$ cat config.mk
export PLATFORM = sky130hd
export DESIGN_NAME = bottling_sequencer
export DESIGN_NICKNAME = d
export VERILOG_FILES = /design/src/rtl/bottling_pkg.sv /design/src/rtl/bottle_counter.sv /design/src/rtl/bottling_sequencer.sv
export SDC_FILE = /design/constraint.sdc
export NUM_CORES = 1
export LEC_CHECK = 0
export BUFFER_PORTS_ARGS = -buffer_cell sky130_fd_sc_hd__buf_2
export CORE_MARGIN = 10
export CORE_UTILIZATION = 50
export DETAILED_ROUTE_END_ITERATION = 12
export PLACE_DENSITY_LB_ADDON = 0.08
export SLEW_MARGIN = 0
export SYNTH_ARGS = -nofsm -noshare
export SYNTH_HDL_FRONTEND = slang
export SYNTH_SLANG_ARGS = --single-unit
$ cat constraint.sdc
create_clock -name clk -period 1.9 [get_ports clk]
set_input_delay 0.095 -clock clk [delete_from_list [all_inputs] [get_ports clk]]
set_output_delay 0.095 -clock clk [all_outputs]
set_load 0.05 [all_outputs]
$ cat src/rtl/bottling_pkg.sv
// Shared types and constants for the bottling line sequencer.
package bottling_pkg;

  // Sequencer states; the encodings are visible on the state output.
  typedef enum logic [2:0] {
    S_IDLE    = 3'd0,
    S_CONVEY  = 3'd1,
    S_FILL    = 3'd2,
    S_CAP     = 3'd3,
    S_RELEASE = 3'd4,
    S_DONE    = 3'd5,
    S_FAULT   = 3'd6
  } state_t;

  // Default number of FILL cycles allowed before the watchdog trips.
  localparam int FILL_TIMEOUT_DEF = 200;

endpackage

$ cat src/rtl/bottle_counter.sv
// Eight-bit bottle count with synchronous clear (priority) and increment enable.
module bottle_counter (
  input  logic       clk,
  input  logic       i_clr,
  input  logic       i_en,
  output logic [7:0] o_count
);

  logic [7:0] r_count;

  // Clear wins over increment; the count wraps naturally at 8 bits.
  always_ff @(posedge clk) begin
    if (i_clr) begin
      r_count <= 8'd0;
    end else if (i_en) begin
      r_count <= r_count + 8'd1;
    end
  end

  assign o_count = r_count;

endmodule

$ cat src/rtl/bottling_sequencer.sv
// Bottling line sequencer: convey, fill, cap and release bottles until a
// latched batch size is reached. Optional fill watchdog enabled by defining
// FILL_WATCHDOG_EN; without it FILL waits indefinitely and alarm is 0.
module bottling_sequencer
  import bottling_pkg::*;
#(
  parameter int FILL_TIMEOUT = FILL_TIMEOUT_DEF
) (
  input  logic       clk,
  input  logic       reset,
  input  logic       start,
  input  logic       stop,
  input  logic       bottle_sensor,
  input  logic       level_sensor,
  input  logic       cap_done,
  input  logic [7:0] batch_size,
  output logic       motor,
  output logic       valve,
  output logic       cap_cmd,
  output logic [7:0] count,
  output logic       batch_done,
  output logic       alarm,
  output logic [2:0] state
);

  state_t     r_state;
  state_t     w_next;
  logic [7:0] r_batch;
  logic [7:0] w_count;
  logic [7:0] w_count_inc;
  logic       w_cap_hit;
  logic       w_last;
  logic       w_timeout;
  logic       w_motor;
  logic       w_valve;
  logic       w_cap_cmd;
  logic       w_batch_done;

  // A bottle counts only when capping completes without a competing stop.
  assign w_cap_hit   = (r_state == S_CAP) && cap_done && !stop;
  assign w_count_inc = w_count + 8'd1;
  // Batch size 0 means 256: the wrapped increment then matches 0.
  assign w_last      = (w_count_inc == r_batch);

`ifdef FILL_WATCHDOG_EN
  localparam int TW = (FILL_TIMEOUT > 2) ? $clog2(FILL_TIMEOUT) : 1;
  logic [TW-1:0] r_timer;

  // Fill timer runs from 0 while in FILL and rests at 0 elsewhere.
  always_ff @(posedge clk) begin
    if (reset) begin
      r_timer <= '0;
    end else if (r_state == S_FILL) begin
      r_timer <= r_timer + TW'(1);
    end else begin
      r_timer <= '0;
    end
  end

  assign w_timeout = (r_timer == TW'(FILL_TIMEOUT - 1));
  assign alarm     = (r_state == S_FAULT);
`else
  assign w_timeout = 1'b0;
  assign alarm     = 1'b0;
`endif

  // State register and batch-size latch (captured on a successful start).
  always_ff @(posedge clk) begin
    if (reset) begin
      r_state <= S_IDLE;
      r_batch <= 8'd0;
    end else begin
      r_state <= w_next;
      if ((r_state == S_IDLE) && start && !stop) begin
        r_batch <= batch_size;
      end
    end
  end

  // Next-state logic and actuator decode (outputs depend on state only).
  always_comb begin
    w_next       = r_state;
    w_motor      = 1'b0;
    w_valve      = 1'b0;
    w_cap_cmd    = 1'b0;
    w_batch_done = 1'b0;
    case (r_state)
      S_IDLE: begin
        if (start && !stop) w_next = S_CONVEY;
      end
      S_CONVEY: begin
        w_motor = 1'b1;
        if (stop)               w_next = S_IDLE;
        else if (bottle_sensor) w_next = S_FILL;
      end
      S_FILL: begin
        w_valve = 1'b1;
        if (stop)              w_next = S_IDLE;
        else if (level_sensor) w_next = S_CAP;
        else if (w_timeout)    w_next = S_FAULT;
      end
      S_CAP: begin
        w_cap_cmd = 1'b1;
        if (stop)          w_next = S_IDLE;
        else if (cap_done) w_next = w_last ? S_DONE : S_RELEASE;
      end
      S_RELEASE: begin
        w_motor = 1'b1;
        // Wait for the capped bottle to leave so it is not counted twice.
        if (stop)                w_next = S_IDLE;
        else if (!bottle_sensor) w_next = S_CONVEY;
      end
      S_DONE: begin
        w_batch_done = 1'b1;
        w_next       = S_IDLE;
      end
      S_FAULT: begin
        w_next = S_FAULT;
      end
      default: begin
        w_next = S_IDLE;
      end
    endcase
  end

  bottle_counter u_counter (
    .clk     (clk),
    .i_clr   (reset || (r_state == S_DONE)),
    .i_en    (w_cap_hit),
    .o_count (w_count)
  );

  assign motor      = w_motor;
  assign valve      = w_valve;
  assign cap_cmd    = w_cap_cmd;
  assign batch_done = w_batch_done;
  assign count      = w_count;
  assign state      = r_state;

endmodule

==> summary.txt, run 1 <==
Worst setup path
  • Slowest-stage cell, CP: dfxtp_1
  • Crit-path leading delay family: simple AND/OR/NAND/NOR gates
  • Worst r2r src: state[0]$_SDFFE_PP0P_
  • WP data required: about 2.1 ns
  • Reg2reg setup slack: approximately 0.25 ns
  • Cells along the critical path: and4bb_1 > and2_1 > nand4_1 > xor2_1 > nor2_1
  • Crit Path Max Fanout: 13
  • Crit. End Element: register
  • Crit path DAT: around 1.9 ns
  • Depth of the worst register-to-register path: 5
  • Crit start category: register
  • WP buf/inv: 0
  • Largest stage delay on the critical path: 0.58 ns
  • Reg2Reg Capture Point: u_counter.o_count[6]$_SDFFE_PP0P_
  • WS Path Type: register to register

Route
  • Detailed Route Iter0 Violations: 56
  • Vias/cell: ~5.2
  • Pre-antenna DRT Iters: 4
  • Via count: 933
  • Final wirelength: roughly 2400 um
  • Final ANT Viol Nets: 0
  • WL/cell: 13.4 um
  • # DRC: 0

CTS
  • CTS buffer count: 3
  • H-tree Lvls: 1
  • CTS tree: yes
  • Clk root buf: clkbuf_4
  • Clock slew at the register clock pins of the worst setup and hold paths: 0.10 ns
  • # resized after CTS: 0
  • Post CTS Setup Buffer Count: 0
  • Hold_buf cts: 0
  • # clock sinks: 19
  • Skew-Pair Late Insertion Delay: 0.30 ns
  • CTS Buffer Depth: 2

Synth
  • Syn. warnings: 0
  • Post-synth EDFFs: 0
  • Async SR Flop Fraction: 0
  • Dominant synthesized flop cell: dfxtp_1
  • Sequential fraction of the synthesis area: 0.352
  • Post-Syn Instances: roughly 130
  • Area leader, netlist: dfxtp_1
  • Synth cell types: 40
  • Synth Cell Area: approximately 1100 sq um
  • Synth Net Count: roughly 140
  • Synth Area per Inst: ~8.5 sq um
  • Synth top area cells: dfxtp_1, xor2_1, mux2i_1
  • Synthesis-stage register bit count: 19
  • Share of the synthesized area in the top cell type: 0.352

STA
  • Setup Skew: approximately 0.00097 ns
  • Setup_tns: 0 ns
  • Fmax: about 600 MHz
  • Hold Fails Final Rpt: 0
  • Final worst-path cycle share: 0.871
  • RSZ-0062 raised after global routing: false
  • Final min period: about 1.7 ns
  • Slew Viols, Final: 0
  • Setup violations, final: 0

Global route
  • Grt ovf: 0
  • Most Crowded Layer GR: met2
  • Total GRT Usage: 0.113
  • Met3 usage: 0.0485
  • Global Route met1 Usage: 0.125
  • GRT met2 Usage: 0.183
  • Initial antenna violation count: 0
  • Vias in the first global route: around 930
  • First-pass GRT wire length: 4040 um
  • Largest net degree at the start of global routing: 15

Die
  • Die Wd: between 60 and 70 um
  • Core area: 2000 sq um
  • # IOs: 31
  • Die height: approximately 66 um
  • Die ar.: 4420 sq um
  • Row Count: 16
  • Initial Util: 0.539

Min path
  • HP Class: input pin to register
  • Worst Hold Launch: batch_size[5]
  • Hold path depth: 3
  • Hold path endpoint: r_batch[5]$_SDFFE_PP0P_

Cells and area
  • Share of cells above drive strength 1: 0.257
  • Fillers: 200
  • Multi-input gate area: 656 sq um
  • Final #Nets: approximately 170
  • Sequential cell area: around 380 sq um
  • N_diodes: 0
  • Synth-to-Final Area Change: 15.9%

Placement
  • DP HPWL: around 1900 um
  • I/O Buffers: 29
  • RD Place Congestion: approximately 0.77

Power
  • Leakage power: between 0.6 and 0.7 nW
  • Max IR drop VDD: roughly 0.00052 V
  • PwrDens: 594 nW/um^2
  • Final Total Pwr: approximately 0.74 mW

Flow run
  • Max-cap violations: 0

Run status
  • Status: finished, final reports clean
[tightest hold or removal path, stage by stage]
cell	delay [ns]
buf_2	0.07
mux2i_1	0.05
nor2_1	0.07
[how the worst max path moves through the flow]
stage                                                  from                                end  cells after the start
after floorplan                       state[0]$_SDFFE_PP0P_  u_counter.o_count[0]$_SDFFE_PP0P_                      5
after global placement    u_counter.o_count[0]$_SDFFE_PP0P_              state[0]$_SDFFE_PP0P_                      6
after detailed placement              state[0]$_SDFFE_PP0P_  u_counter.o_count[6]$_SDFFE_PP0P_                      5
after CTS                 u_counter.o_count[0]$_SDFFE_PP0P_              state[0]$_SDFFE_PP0P_                      6
after global routing                  state[1]$_SDFFE_PP0P_  u_counter.o_count[6]$_SDFFE_PP0P_                      5
final                                 state[0]$_SDFFE_PP0P_  u_counter.o_count[6]$_SDFFE_PP0P_                      5
[sequential cells by signal, summed over array words and instances (netlist names)]
signal and flops:
state 3, r_batch 8, u_counter.o_count 8
[routing by layer]
| metal | part of all wire | vias up | wire, um |
|---|---|---|---|
| met1 | 0.43 | 422 | 1040 |
| met2 | 0.45 | 26 | 1090 |
| li1 | - | 480 | - |
| met3 | 0.10 | 5 | 247 |
| met5 | 0 | - | 0 |
| met4 | 0.016 | 0 | 39 |
[placed cells by master, fill, tap and decap left out, types with 2 or more instances in the layout]
| master | instances |
|---|---|
| a21oi_1 | 6 |
| a31o_1 | 2 |
| and2_1 | 2 |
| and3_1 | 2 |
| buf_2 | 29 |
| clkbuf_4 | 3 |
| dfxtp_1 | 17 |
| dfxtp_2 | 2 |
| inv_1 | 2 |
| mux2i_1 | 8 |
| nand2_1 | 11 |
| nand2b_1 | 2 |
| nand3_1 | 2 |
| nand4_1 | 2 |
| nor2_1 | 19 |
| xnor2_1 | 8 |
| xor2_1 | 10 |
[where the power goes]
group	internal (mW)	switching (mW)	leakage [nW]	total [mW]
clock	0.0820	0.125	0.0150	0.207
sequential	0.410	0.0153	0.155	0.425
combinational	0.0475	0.0639	0.441	0.111
total	0.539	0.204	0.611	0.743
[cells in the mapped netlist (all sizes together) (2+ instances only)]
cell type / instances
a21oi: 6
a31o: 2
and2: 2
and3: 2
buf: 5
clkbuf: 3
dfxtp: 19
inv: 2
mux2i: 8
nand2: 11
nand2b: 2
nand3: 3
nand4: 2
nor2: 20
nor3: 2
nor3b: 2
xnor2: 8
xor2: 10
[per-stage QoR]
| stage | area (sq um) | std cells | hold WS [ns] | setup WS (ns) | utilization |
|---|---|---|---|---|---|
| 2_1_floorplan | 1090 | 127 | 0.239 | 0.0265 | - |
| 3_3_place_gp | 1220 | 175 | 0.326 | 0.301 | 0.612 |
| 3_5_place_dp | 1220 | 175 | 0.332 | 0.256 | 0.612 |
| 4_1_cts | 1250 | 179 | 0.00737 | 0.240 | 0.625 |
| 5_1_grt | 1250 | 179 | 0.0284 | 0.0882 | 0.625 |
| 6_report | 1250 | 179 | 0.0165 | 0.246 | 0.625 |
[final cells by class]
class	count	area share
multi-input cells	98	0.524
flip-flops and latches	19	0.306
repair buffers	29	0.116
well taps	27	0.0270
clock buffers	4	0.0210
inverters	2	0.00600
[logic make-up (layout without fill, tap and decap cells)]
| logic type | Yosys count | count (layout) | synth area share |
|---|---|---|---|
| and+or+nand+nor | 53 | 53 | 0.255 |
| DFF | 19 | 19 | 0.352 |
| xor gates and xnor gates | 18 | 18 | 0.146 |
| AOI/OAI and AO/OA | 17 | 17 | 0.112 |
| buffers and inverters | 10 | 35 | 0.0452 |
| muxes | 8 | 8 | 0.0742 |
| adders and majority gates | 1 | 1 | 0.0116 |
| other | 1 | 1 | 0.00347 |
(Power assumes the default switching activity.)
==> inputs of run 2 (changes only) <==
- clock period: 1.9 -> 1.55 ns (I/O delays scaled with it)
==> run 2 against run 1 <==
Non-clock buffer count increased by 6. Utilization increased by 4.3 points. Maximum frequency increased by 11%. First-iteration DRC count decreased by 34%. Largest power group unchanged. Critical path depth increased by 1.
==> summary.txt, run 2 (same netlist as run 1, synthesis figures left out) <==
CTS
  • Clk root buf: clkbuf_4
  • Skew-Pair Late Insertion Delay: 0.29 ns (about the same)
  • Hold_buf cts: 0 (unchanged)
  • Clock slew at the register clock pins of the worst setup and hold paths: 0.10 ns (about the same)
  • # clock sinks: 19 (unchanged)
  • # resized after CTS: 0 (unchanged)
  • CTS tree: yes
  • CTS buffer count: 3 (unchanged)
  • H-tree Lvls: 1 (unchanged)
  • CTS Buffer Depth: 2 (unchanged)
  • Post CTS Setup Buffer Count: 0 (unchanged)

STA
  • Fmax: 669 MHz (+11%)
  • Setup_tns: 0 ns (unchanged)
  • Hold Fails Final Rpt: 0 (unchanged)
  • Final worst-path cycle share: 0.964 (+0.0936)
  • Final min period: 1.49 ns (-0.160 ns)
  • Setup violations, final: 0 (unchanged)
  • WHS: 0.00780 ns (-0.00868 ns)
  • Slew Viols, Final: 0 (unchanged)
  • RSZ-0062 raised after global routing: false
  • Setup Skew: 0.000633 ns (-0.000341 ns)

Global route
  • First-pass GRT wire length: 4170 um (+3.2%)
  • Grt ovf: 0 (unchanged)
  • Largest net degree at the start of global routing: 13 (-2)
  • Vias in the first global route: 938 (+0.54%)
  • Total GRT Usage: 0.115 (+0.00136)
  • Initial antenna violation count: 0 (unchanged)

Route
  • Detailed Route Iter0 Violations: 37 (-34%)
  • Via count: 969 (+3.9%)
  • # DRC: 0 (unchanged)
  • Vias/cell: 5.24 (+0.49%)
  • Final wirelength: 2530 um (+5.0%)
  • Final ANT Viol Nets: 0 (unchanged)
  • WL/cell: 13.7 um (+1.6%)
  • Pre-antenna DRT Iters: 4 (unchanged)

Cells and area
  • Final Instance Count excl. Fillers: 185 (+3.4%)
  • Share of cells above drive strength 1: 0.367 (+0.111)
  • Final core occ: 0.668 (+0.0431)
  • Commonest non-fill, non-tap cell in the layout: buf_2
  • N_diodes: 0 (unchanged)
  • Most frequent cells in the layout: buf_2, nor2_1, nand2_1, xor2_1, dfxtp_1
  • Synth-to-Final Area Change: 23.9%
  • Final #Nets: 175 (+3.6%)

Worst setup path
  • Crit path DAT: 1.69 ns (-0.17 ns)
  • WS Path Type: register to register
  • WP data required: 1.74 ns (-0.36 ns)
  • Crit. End Element: register
  • Crit Path Max Fanout: 4 (-9)
  • Crit-path leading delay family: simple AND/OR/NAND/NOR gates
  • WP buf/inv: 0 (unchanged)
  • Worst r2r src: u_counter.o_count[1]$_SDFFE_PP0P_
  • Slowest-stage cell, CP: dfxtp_4
  • Crit start category: register
  • Worst Setup SP: u_counter.o_count[1]$_SDFFE_PP0P_
  • Largest stage delay on the critical path: 0.39 ns (-0.19 ns)
  • Cells along the critical path: ha_4 > and3_4 > nand2_2 > xnor2_1 > and3_1 > o311a_1

Die
  • Die height: 66.5 um (unchanged)
  • Die ar.: 4420 sq um (unchanged)
  • # IOs: 31 (unchanged)
  • Core area: 2000 sq um (unchanged)
  • Row Count: 16 (unchanged)
  • Initial Util: 0.539 (unchanged)
  • Die Wd: 66.5 um (unchanged)

Placement
  • RD Place Congestion: 0.795 (+3.5%)
  • DP HPWL: 2030 um (+5.9%)
  • I/O Buffers: 29 (unchanged)
  • DP Cell Count: 180 (+2.9%)

Flow run
  • Max-cap violations: 0 (unchanged)

Power
  • PwrDens: 679 nW/um^2 (+14%)
  • Max IR drop VDD: 0.000532 V (+3.0%)
  • Leakage power: 0.645 nW (+5.5%)

Min path
  • Worst Hold Launch: batch_size[5]
  • HP Class: input pin to register

Run status
  • Status: finished, final reports clean
## run 2: metal layers
| layer | share of wire | global-route usage | vias up | routed length [um] |
|---|---|---|---|---|
| met5 | 0 | 0 | - | 0 |
| met4 | 0.019 | 0.0419 | 0 | 48 |
| met2 | 0.44 | 0.173 | 27 | 1120 |
| met3 | 0.077 | 0.0401 | 7 | 195 |
| met1 | 0.46 | 0.146 | 445 | 1170 |
| li1 | - | - | 490 | - |
## run 2: final cells by class
cell class              count  area, sq um
multi-input cells          98          679
well taps                  27         33.8
flip-flops and latches     19          399
repair buffers             35          190
clock inverters             1         5.00
fillers                   187          664
clock buffers               3         22.5
inverters                   2         7.51
## run 2: through the flow
stage	power [mW]	instance area (sq um)	worst slack (ns)
after detailed placement	0.675	1300	0.0818
after floorplan	0.629	1130	0.0113
after global placement	0.670	1300	0.121
after CTS	0.915	1330	0.0400
after global routing	0.953	1340	0.00954
final	0.909	1340	0.0554
## run 2: path summary, 6_finish.rpt
check                           cells past startpoint                                end  slack, ns
worst min register to register                      2  u_counter.o_count[1]$_SDFFE_PP0P_       0.52
worst max-delay path                                6              state[0]$_SDFFE_PP0P_       0.06
worst max register to register                      6              state[0]$_SDFFE_PP0P_       0.06
worst min-delay path                                3            r_batch[5]$_SDFFE_PP0P_      0.008
## run 2: power breakdown
part | switching (mW) | internal [mW] | total [mW]
Clock | 0.149 | 0.0961 | 0.245
Sequential | 0.0128 | 0.498 | 0.510
Combinational | 0.0883 | 0.0645 | 0.153
Total | 0.251 | 0.658 | 0.909
## run 2: worst register-to-register path, delay by kind of cell, from the launching register on
kind / cells / cell delay, ns
flops: 1 / 0.39
simple gates: 3 / 0.44
compound gates: 1 / 0.28
fa+ha+maj: 1 / 0.15
xor+xnor: 1 / 0.12
==> inputs of run 3 (changes only) <==
- SYNTH_HIERARCHICAL: not set -> 1
==> run 3 against run 2 <==
Global-route usage grew 1.9 points. Combinational power shrank 12%. Non-clock buffer count grew 6. Final cell count up 8.6%. Sequential power decreased by 1%. Synthesized cell count up 6.3%. Highest routed layer unchanged. Design area increased by 11%. Largest cell class unchanged. Largest power group unchanged. Total power down 2.2%. Register-to-register slack hardly changed. Clock-buffer cell count grew 1. Clock power increased by 2%.
==> summary.txt, run 3 <==
STA
  • Hold Fails Final Rpt: 0 (unchanged)
  • Fmax: 666 MHz (-0.41%)
  • Setup violations, final: 0 (unchanged)
  • RSZ-0062 raised after global routing: true
  • Final worst-path cycle share: 0.968 (+0.00398)
  • Setup_tns: 0 ns (unchanged)
  • Slew Viols, Final: 0 (unchanged)
  • Setup Skew: 0.000378 ns (-0.000255 ns)
  • Final min period: 1.50 ns (+0.00617 ns)

Synth
  • Synth Area per Inst: 8.51 sq um (about the same)
  • Synth Net Count: 152 (+6.3%)
  • Post-Syn Instances: 135 (+6.3%)
  • Area share of and/or/nand/nor cells after synthesis: 0.247 (-0.00765)
  • Synthesis-stage register bit count: 19 (unchanged)
  • Sequential fraction of the synthesis area: 0.331 (-0.0211)
  • Dominant synthesized flop cell: dfxtp_1
  • Post-synthesis mux area share: 0.0871 (+0.0130)
  • Post-synthesis compound-gate area fraction: 0.135 (+0.0227)
  • Main combinational cell family by area after synthesis: simple AND/OR/NAND/NOR gates
  • Post-synth EDFFs: 0 (unchanged)
  • Synth Cell Area: 1150 sq um (+6.4%)
  • Syn. warnings: 6 (+6)
  • Most common cell in the netlist: nor2_1
  • Share of the synthesized area in the top cell type: 0.331 (-0.0211)
  • Adder-cell share of the synthesized area: 0.0218 (+0.0102)
  • Post-Synth XOR/XNOR Area: 0.129 (-0.0175)
  • Synth top area cells: dfxtp_1, mux2i_1, nor2_1
  • Post-synth top cells: nor2_1, dfxtp_1, mux2i_1, o21ai_0, xor2_1
  • Async SR Flop Fraction: 0 (unchanged)
  • Area leader, netlist: dfxtp_1
  • Synth cell types: 37 (-7.5%)

Route
  • Final wirelength: 2980 um (+18%)
  • WL/cell: 14.8 um (+8.5%)
  • # DRC: 0 (unchanged)
  • Vias/cell: 5.51 (+5.1%)
  • Via count: 1107 (+14%)
  • Final ANT Viol Nets: 0 (unchanged)
  • Pre-antenna DRT Iters: 4 (unchanged)
  • Detailed Route Iter0 Violations: 89 (+140%)

Worst setup path
  • Crit path DAT: 1.71 ns (+0.02 ns)
  • WP data required: 1.76 ns (+0.02 ns)
  • Crit-path leading delay family: compound AO/OA/AOI/OAI gates
  • Reg2Reg Capture Point: state[0]$_SDFFE_PP0P_
  • Crit start category: register
  • WS Path Type: register to register
  • Reg2reg setup slack: 0.05 ns (about the same)
  • Largest stage delay on the critical path: 0.37 ns (-0.02 ns)
  • Worst r2r src: u_counter/o_count[1]$_SDFFE_PP0P_
  • Crit Path Max Fanout: 6 (+2)
  • WP buf/inv: 0 (unchanged)
  • Crit. End Element: register
  • Cells along the critical path: ha_4 > nand4b_1 > mux2i_1 > a32o_2 > a21oi_2 > o41ai_2
  • Worst Setup SP: u_counter/o_count[1]$_SDFFE_PP0P_
  • Slowest-stage cell, CP: dfxtp_4
  • Depth of the worst register-to-register path: 6 (unchanged)

CTS
  • CTS buffer count: 3 (unchanged)
  • # clock sinks: 19 (unchanged)
  • Clk root buf: clkbuf_4
  • # resized after CTS: 0 (unchanged)
  • Hold_buf cts: 0 (unchanged)
  • Post CTS Setup Buffer Count: 0 (unchanged)
  • Skew-Pair Late Insertion Delay: 0.30 ns (about the same)
  • CTS Buffer Depth: 2 (unchanged)
  • Clock slew at the register clock pins of the worst setup and hold paths: 0.10 ns (about the same)
  • H-tree Lvls: 1 (unchanged)
  • CTS tree: yes

Cells and area
  • Synth-to-Final Area Change: 29.3%
  • Most frequent cells in the layout: buf_2, nor2_1, buf_4, mux2i_1
  • Commonest non-fill, non-tap cell in the layout: buf_2
  • Final #Nets: 191 (+9.1%)
  • N_diodes: 0 (unchanged)
  • Final core occ: 0.678 (+0.00977)
  • Share of cells above drive strength 1: 0.422 (+0.0549)

Min path
  • Hold path endpoint: r_batch[5]$_SDFFE_PP0P_
  • Worst Hold Launch: batch_size[5]
  • Hold path depth: 3 (unchanged)
  • HP Class: input pin to register

Placement
  • I/O Buffers: 29 (unchanged)
  • RD Place Congestion: 0.812 (+2.1%)
  • DP HPWL: 2330 um (+15%)

Power
  • Leakage power: 0.707 nW (+9.6%)
  • PwrDens: 598 nW/um^2 (-12%)
  • Max IR drop VDD: 0.000535 V (+0.60%)

Die
  • Initial Util: 0.524 (-0.0151)
  • Die height: 67.9 um (+2.2%)
  • Die Wd: 67.9 um (+2.2%)
  • Row Count: 17 (+1)
  • Core area: 2190 sq um (+9.4%)
  • Die ar.: 4610 sq um (+4.4%)
  • # IOs: 31 (unchanged)

Global route
  • Largest net degree at the start of global routing: 15 (+2)
  • Vias in the first global route: 1077 (+15%)
  • Total GRT Usage: 0.133 (+0.0187)
  • Grt ovf: 0 (unchanged)
  • Initial antenna violation count: 0 (unchanged)
  • First-pass GRT wire length: 4830 um (+16%)

Flow run
  • Max-cap violations: 0 (unchanged)

Run status
  • Status: finished, final reports clean
## run 3: cell types whose count changed in the layout (fill, tap and decap cells not counted), moves of 3 or more
| cell | before | now |
|---|---|---|
| o21ai_0 | 1 | 8 |
| or3_1 | 0 | 3 |
| nor2_4 | 0 | 3 |
| buf_4 | 6 | 12 |
| nand2_1 | 10 | 7 |
## run 3: routing by layer
metal | global-route usage | vias up | wire, um
met5 | 0 | - | 0
met4 | 0.0678 | 0 | 65
met3 | 0.0457 | 8 | 305
met2 | 0.208 | 45 | 1370
met1 | 0.159 | 505 | 1240
li1 | - | 549 | -
## run 3: worst max path at each step
stage | to | slack, ns | cells after the start
2_1_floorplan | u_counter/o_count[5]$_SDFFE_PP0P_ | -0.05 | 8
3_3_place_gp | state[0]$_SDFFE_PP0P_ | 0.11 | 6
3_5_place_dp | state[0]$_SDFFE_PP0P_ | 0.06 | 6
4_1_cts | state[0]$_SDFFE_PP0P_ | 0.05 | 6
5_1_grt | state[0]$_SDFFE_PP0P_ | -0.02 | 6
6_report | state[0]$_SDFFE_PP0P_ | 0.05 | 6
## run 3: final cells by class
class / instances / area, sq um
Multi-Input combinational cell: 107 / 774
Fill cell: 180 / 706
Sequential cell: 19 / 407
Timing Repair Buffer: 41 / 235
Tap cell: 28 / 35.0
Clock buffer: 4 / 26.3
Inverter: 2 / 7.51
## run 3: through the flow
step,hold slack (ns),instance area [sq um],setup slack (ns),power (mW),instances
CTS,0.00205,1480,0.0469,0.892,201
detailed placement,0.318,1450,0.0592,0.648,197
floorplan,0.221,1240,-0.0459,0.609,135
global placement,0.306,1450,0.114,0.642,197
global route,0.0139,1490,-0.0183,0.935,201
finish,0.000149,1490,0.0492,0.888,201
## run 3: worst register-to-register path, stage by stage (launching register included)
cell      delay (ns)
dfxtp_4         0.37
ha_4            0.18
nand4b_1        0.17
mux2i_1         0.17
a32o_2          0.16
a21oi_2         0.06
o41ai_2         0.31
## run 3: cells by family (layout without fill, tap and decap cells)
| kind of cell | count (synthesis) | in the layout |
|---|---|---|
| multiplexers | 10 | 10 |
| buffers and inverters | 9 | 47 |
| XOR/XNOR | 16 | 16 |
| AO/OA/AOI/OAI | 23 | 23 |
| adder cells (fa/ha/maj) | 2 | 2 |
| flip-flops | 19 | 19 |
| other | 1 | 1 |
| AND/OR/NAND/NOR | 55 | 55 |
## run 3: where the power goes
| part | leakage [nW] | internal (mW) | switching, mW |
|---|---|---|---|
| Combinational | 0.531 | 0.0553 | 0.0788 |
| Clock | 0.0150 | 0.100 | 0.150 |
| Sequential | 0.161 | 0.493 | 0.0107 |
